--- src/rtl/feature_loader.sv ---
// feature_loader: serial-to-parallel front end for the fully-connected scoring layer.
// Collects N_FEAT DW-bit features, one per valid/ready beat, into a register
// frame and holds that frame stable for the combinational MAC layer until
// the consumer acknowledges it.
// Ports:
//   clk, rst       single clock, synchronous active-high reset
//   s_valid/s_ready/s_data/s_first   upstream beat stream (s_first = feature 0)
//   feat_bus       N_FEAT lanes, lane k = feat_bus[DW*k +: DW]
//   feat_valid     feat_bus holds a complete frame
//   feat_ready     consumer has sampled the frame
//   frame_err      one-cycle pulse when s_first arrives mid-frame
//   frame_cnt      frames handed off, wraps modulo 2^CW

// One feature register; written only on the beat that targets this lane.
module feature_lane #(
    parameter int DW = 16
) (
    input  logic          clk,
    input  logic          rst,
    input  logic          we,
    input  logic [DW-1:0] din,
    output logic [DW-1:0] q
);
    always_ff @(posedge clk) begin
        if (rst)     q <= '0;
        else if (we) q <= din;
    end
endmodule

module feature_loader #(
    parameter int N_FEAT = 22,
    parameter int DW     = 16,
    parameter int CW     = 16
) (
    input  logic                 clk,
    input  logic                 rst,
    input  logic                 s_valid,
    output logic                 s_ready,
    input  logic [DW-1:0]        s_data,
    input  logic                 s_first,
    output logic [N_FEAT*DW-1:0] feat_bus,
    output logic                 feat_valid,
    input  logic                 feat_ready,
    output logic                 frame_err,
    output logic [CW-1:0]        frame_cnt
);
    localparam int IW = (N_FEAT > 1) ? $clog2(N_FEAT) : 1;

    typedef enum logic {COLLECT = 1'b0, HOLD = 1'b1} state_t;

    state_t                       state;
    logic   [IW-1:0]              idx;
    logic                         accept;
    logic                         resync;
    logic   [IW-1:0]              wr_idx;
    logic   [N_FEAT-1:0][DW-1:0]  lane_q;

    assign s_ready = (state == COLLECT) & ~rst;
    assign accept  = s_valid & s_ready;
    // s_first mid-frame restarts the frame: the beat becomes feature 0.
    assign resync  = accept & s_first & (idx != '0);
    assign wr_idx  = resync ? '0 : idx;

    for (genvar k = 0; k < N_FEAT; k++) begin : g_lane
        feature_lane #(.DW(DW)) u_lane (
            .clk (clk),
            .rst (rst),
            .we  (accept && (wr_idx == IW'(k))),
            .din (s_data),
            .q   (lane_q[k])
        );
    end

    // Packed lane array flattens with lane k at bits [DW*k +: DW].
    assign feat_bus = lane_q;

    always_ff @(posedge clk) begin
        if (rst) begin
            state      <= COLLECT;
            idx        <= '0;
            feat_valid <= 1'b0;
            frame_err  <= 1'b0;
            frame_cnt  <= '0;
        end else begin
            frame_err <= 1'b0;
            case (state)
                COLLECT: begin
                    if (accept) begin
                        if (resync) begin
                            frame_err <= 1'b1;
                            idx       <= IW'(1);
                        end else if (idx == IW'(N_FEAT - 1)) begin
                            idx        <= '0;
                            state      <= HOLD;
                            feat_valid <= 1'b1;
                        end else begin
                            idx <= idx + IW'(1);
                        end
                    end
                end
                HOLD: begin
                    if (feat_ready) begin
                        feat_valid <= 1'b0;
                        state      <= COLLECT;
                        frame_cnt  <= frame_cnt + CW'(1);
                    end
                end
                default: state <= COLLECT;
            endcase
        end
    end
endmodule

--- config.mk ---
export PLATFORM = sky130hd
export DESIGN_NAME = feature_loader
export DESIGN_NICKNAME = d
export VERILOG_FILES = /design/src/rtl/feature_loader.sv
export SDC_FILE = /design/constraint.sdc
export NUM_CORES = 1
export LEC_CHECK = 0
export BUFFER_PORTS_ARGS = -buffer_cell sky130_fd_sc_hd__buf_2
export CAP_MARGIN = 20
export CORE_UTILIZATION = 44
export DETAILED_ROUTE_END_ITERATION = 7
export PLACE_DENSITY = 0.69
export SYNTH_ARGS = -nofsm -noshare
export SYNTH_HDL_FRONTEND = slang
export SYNTH_SLANG_ARGS = --single-unit
--- constraint.sdc ---
create_clock -name clk -period 3.68 [get_ports clk]
set_clock_uncertainty 0.2 [all_clocks]
set_input_delay 0.92 -clock clk [delete_from_list [all_inputs] [get_ports clk]]
set_output_delay 0.92 -clock clk [all_outputs]
set_load 0.05 [all_outputs]
* Word-level counts from Yosys, hierarchy flattened
Cells that the tools add are included.
** Storage, ports and cells
- Register bits :: 376
- Latch bits :: 0
- Memory bits (writable) :: 0
- Memory bits (read-only) :: 0
- Input port bits :: 21
- Memories kept :: 0
** Operators by class
- $add $sub $neg :: 2
- Multipliers :: 0
- Div/mod/pow operators :: 0
- Magnitude comparators :: 0
- Equal/unequal tests :: 26
- Shifts and indexed selects :: 0
- Mux-type cells :: 14
- Bitwise operators :: 7
- Reductions and logical operators :: 28
** Operators by type and width (count)
- $eq A5 B4 Y1 const B :: 8
- $eq A5 B5 Y1 const B :: 7
- $logic_and A1 B1 Y1 :: 22
- $eq A5 B3 Y1 const B :: 4
- $add A16 B1 Y16 const B :: 1
- $mux W5 :: 3
- $eq A5 B2 Y1 const B :: 2
- $mux W1 :: 9
- $ne A2 B2 Y1 const B :: 3
- $add A5 B1 Y5 const B :: 1
- $eq A5 B1 Y1 const B :: 1
- $logic_not A5 Y1 :: 1
- $reduce_bool A5 Y1 :: 1
- $and A1 B1 Y1 :: 4
- $pmux W1 S2 :: 2
- $reduce_and A2 Y1 :: 2
- $reduce_and A4 Y1 :: 1
- $not A1 Y1 :: 3
- $reduce_or A3 Y1 :: 1
- $ne A2 B1 Y1 const B :: 1

* Depth between registers and ports, before layout
- Depth in word-level cells :: 8
- Mapped depth :: 9
- Mapped depth without buffers :: 6

* By module
A second synthesis with hierarchy kept.
** Second synthesis, totals
- Cell total of the unflattened synthesis :: 1317
- Area total of the unflattened synthesis :: 14142.3 sq um
** Modules (own cells, without submodules)
- feature_lane :: instances 22, cells each 52, area an instance 580.6 sq um
- feature_loader :: instances 1, cells each 173, area an instance 1370.1 sq um

* Least setup slack after synthesis
No wires, ideal clock.
- Path kind :: input-to-output
- Start :: input port rst
- End :: output port s_ready
- Arrival time :: 2.105 ns
- Required time :: 2.560 ns
- Setup slack :: 0.455 ns
- Stages :: 4
- Buffers on the path :: 3
- Path through :: buf_6 clkbuf_1 clkbuf_1 nor2_1
** On the way
- Longest elaborated chain between the ends :: 2
** Ends and longest elaborated chain
- from (decl) :: RTL line 36 : input logic rst,
- $not A1 Y1 :: RTL line 58 : assign s_ready = (state == COLLECT) & ~rst;
- $and A1 B1 Y1 :: RTL line 58
- to (decl) :: RTL line 38 : output logic s_ready,
Every way passes these cells.

* Final worst setup path
Ends and elaborated chain as after synthesis.

==> summary.txt <==
Logic synthesis
  • Avg Cell Area, Syn: 10.4 um^2
  • Synth Register Bits: 376
  • Async SR Flop Fraction: 0
  • Register area share after synthesis: 0.536
  • Number of synthesized flops with an enable pin: 0
  • Ys flop type: dfxtp_1
  • Post-synth top area share: 0.536
  • Post-Syn Area: 14,000 um^2
  • Cell count after synthesis: 1,355
  • Mapped Nets: 1,380
  • Netlist cell types: 48
  • Area contributors post-synth: dfxtp_1 (54%), mux2i_1 (24%), nor2_1 (9.4%), clkbuf_1 (1.8%), nand3_2 (1.0%)
  • Biggest area consumer among synthesized cells: dfxtp_1
  • Ys Warns: 0

Detailed routing
  • Iter 0 DRT Violations: 748
  • Via count: 11.0k
  • Vias per inst: 5.15
  • DR WL/cell: 19.8 um
  • DR pass1 iterations: 5
  • DRC Markers: 0
  • Final wirelength: 42.1 mm
  • ANT nets after route: 0

CTS
  • TritonCTS buffer count: 40
  • Worst-path clk slew: 0.06 ns
  • Hold_buf cts: 0
  • Clk Latency, worst-skew pair: 0.52 ns
  • Root Driver: clkbuf_16
  • Number of H-tree levels: 2
  • Post CTS Setup Buffer Count: 0
  • # clock sinks: 376
  • Max clock buf depth: 3
  • CTS tree: done
  • Post-CTS Resized: 0

GRT
  • Pin count of the biggest net entering global routing: 207
  • GRT overflow: 0
  • Vias in the first global route: 10.6k
  • First-pass GRT wire length: 63.8 mm
  • Tot GR Track Use: 0.252
  • Antenna violations before repair: 1

Worst setup path
  • WP data required: 2.56 ns
  • Critical path class: in2out
  • Worst Setup End Kind: output pin
  • Crit path max fanout: 85
  • Startpoint Class: input pin
  • CP max-delay cell: buf_8
  • Slowest cell delay on critical path: 0.40 ns
  • CP Cell Sequence: buf_8 -> nor2_1 -> buf_2
  • CP arrival: 1.66 ns

Placement
  • Routability cong.: 0.850
  • Cells after DPL: 2,056
  • Hpwl dp: 27.7 mm
  • Cell Area, Placed: 16,100 um^2
  • Port Buffer Count: 391

Timing
  • Period Utilization, post-route: 0.757
  • Post-route minimum period: 2.78 ns
  • RSZ-0062 raised after global routing: no
  • Hold_ws: 0.256 ns
  • Max Clock Freq: 359 MHz
  • Total negative setup slack: 0 ns
  • Tightest Pin Transition: 0.991 ns
  • Final setup vio count: 0
  • Max_slew headroom: 0.340
  • Slew Viols, Final: 0
  • Hold Vio Cnt, Final: 0

Cells and area
  • Share of cells above drive strength 1: 0.294
  • Nets: 1,721
  • Design area: 17,500 um^2
  • Final Non-Filler Cells: 2,129
  • P&R area growth vs syn: 24.4%

Pwr
  • Pwr/cell area: 490 nW/um^2
  • Maximum VDD drop: 426 uV
  • Cell leakage power: 9.50 nW

Flow run
  • Max-cap violations: 0

Floorplan
  • Initial core utilization: 0.446
  • Die X: 181 um
  • Top Ports: 392
  • Die outline area: 32,600 um^2
  • CORE AREA: 31,500 um^2
  • FP Rows: 65
  • Die Height: 181 um

Status
  • Outcome: completed

Hold path
  • Path category of the worst min-delay check: reg2reg
==> registers in the layout, summed over array words and instances (netlist names) <==
| signal | cells |
|---|---|
| idx | 5 |
| g_lane.u_lane.q | 352 |
| frame_err | 1 |
| feat_valid | 1 |
| state | 1 |
| frame_cnt | 16 |
==> final cells by class <==
type / instances / area, um^2
fillers: 2769 / 14000
inverters: 4 / 15.0
diodes: 1 / 2.50
well taps: 402 / 503
clock inverters: 14 / 191
repair buffers: 415 / 2170
clock buffers: 58 / 1150
multi-input cells: 859 / 5910
flip-flops and latches: 376 / 7530
==> path summary, 6_finish.rpt <==
kind                           start                            endpoint  slack [ns]  depth (start not counted)
min reg2reg  feat_valid$_SDFFE_PP0P_             feat_valid$_SDFFE_PP0P_        0.26                          2
max reg2reg      idx[0]$_SDFFE_PP0P_  g_lane[0].u_lane.q[2]$_SDFFE_PP0P_        1.12                          6
max                              rst                             s_ready        0.90                          3
min          feat_valid$_SDFFE_PP0P_             feat_valid$_SDFFE_PP0P_        0.26                          2
==> worst max-delay path, delay by kind of cell <==
kind / cells / cell delay [ns]
buffers and inverters: 2 / 0.63
AND/OR/NAND/NOR: 1 / 0.11
==> cell usage in the layout (no fill, tap or decap), types with 7 or more instances in the layout <==
| cell | Yosys | routed |
|---|---|---|
| mux2i_1 | 336 | 336 |
| nand4_1 | 7 | 7 |
| buf_2 | 24 | 390 |
| dfxtp_1 | 376 | 376 |
| buf_4 | 15 | 22 |
| nand2_1 | 14 | 14 |
| a21oi_1 | 27 | 27 |
| clkbuf_16 | 0 | 40 |
| o21ai_0 | 20 | 20 |
| nor2_1 | 352 | 352 |
| clkbuf_1 | 66 | 10 |
| nand3_2 | 14 | 14 |
| clkbuf_8 | 0 | 8 |
| nand3_1 | 25 | 25 |
==> cell families after synthesis <==
family	after synthesis	synth area share
compound gates	58	0.0226
xor+xnor	11	0.00686
fa+ha+maj	4	0.00356
buf+inv	120	0.0448
flops	376	0.536
mux	336	0.239
simple gates	450	0.147
==> power breakdown <==
group,internal (mW),switching (mW),total [mW]
clock network,2.46,1.62,4.08
registers,4.09,0.0123,4.10
logic,0.0706,0.308,0.379
==> stage by stage <==
step | utilization | total power [mW] | worst slack, ns
3_3_place_gp | 0.512 | 4.56 | 0.580
3_5_place_dp | 0.512 | 4.57 | 0.495
6_report | 0.555 | 8.56 | 0.895
4_1_cts | 0.555 | 8.63 | 0.887
5_1_grt | 0.555 | 8.82 | 0.845
2_1_floorplan | - | 4.44 | 0.455
==> routing by layer <==
metal  up-vias  global-route usage  wire length [um]
met3        94              0.0707              3320
met5         -                   0                 0
met2       430               0.401             19100
li1       5238                   -                 -
met1      5211               0.317             17900
met4         0               0.112              1710
==> synthesized netlist by cell type, drive strengths merged, types with 2 or more instances <==
cell,count
a21oi,28
a31oi,2
and4,4
and4b,2
and4bb,2
buf,49
clkbuf,67
dfxtp,376
ha,4
inv,4
mux2i,336
nand2,14
nand2b,3
nand3,39
nand4,9
nor2,352
nor2b,2
nor3,5
nor3b,4
nor4,2
nor4b,5
o21ai,21
o31ai,2
or3,2
or4,2
xnor2,5
xor2,6
No activity file was read; power rests on OpenSTA's default activity.
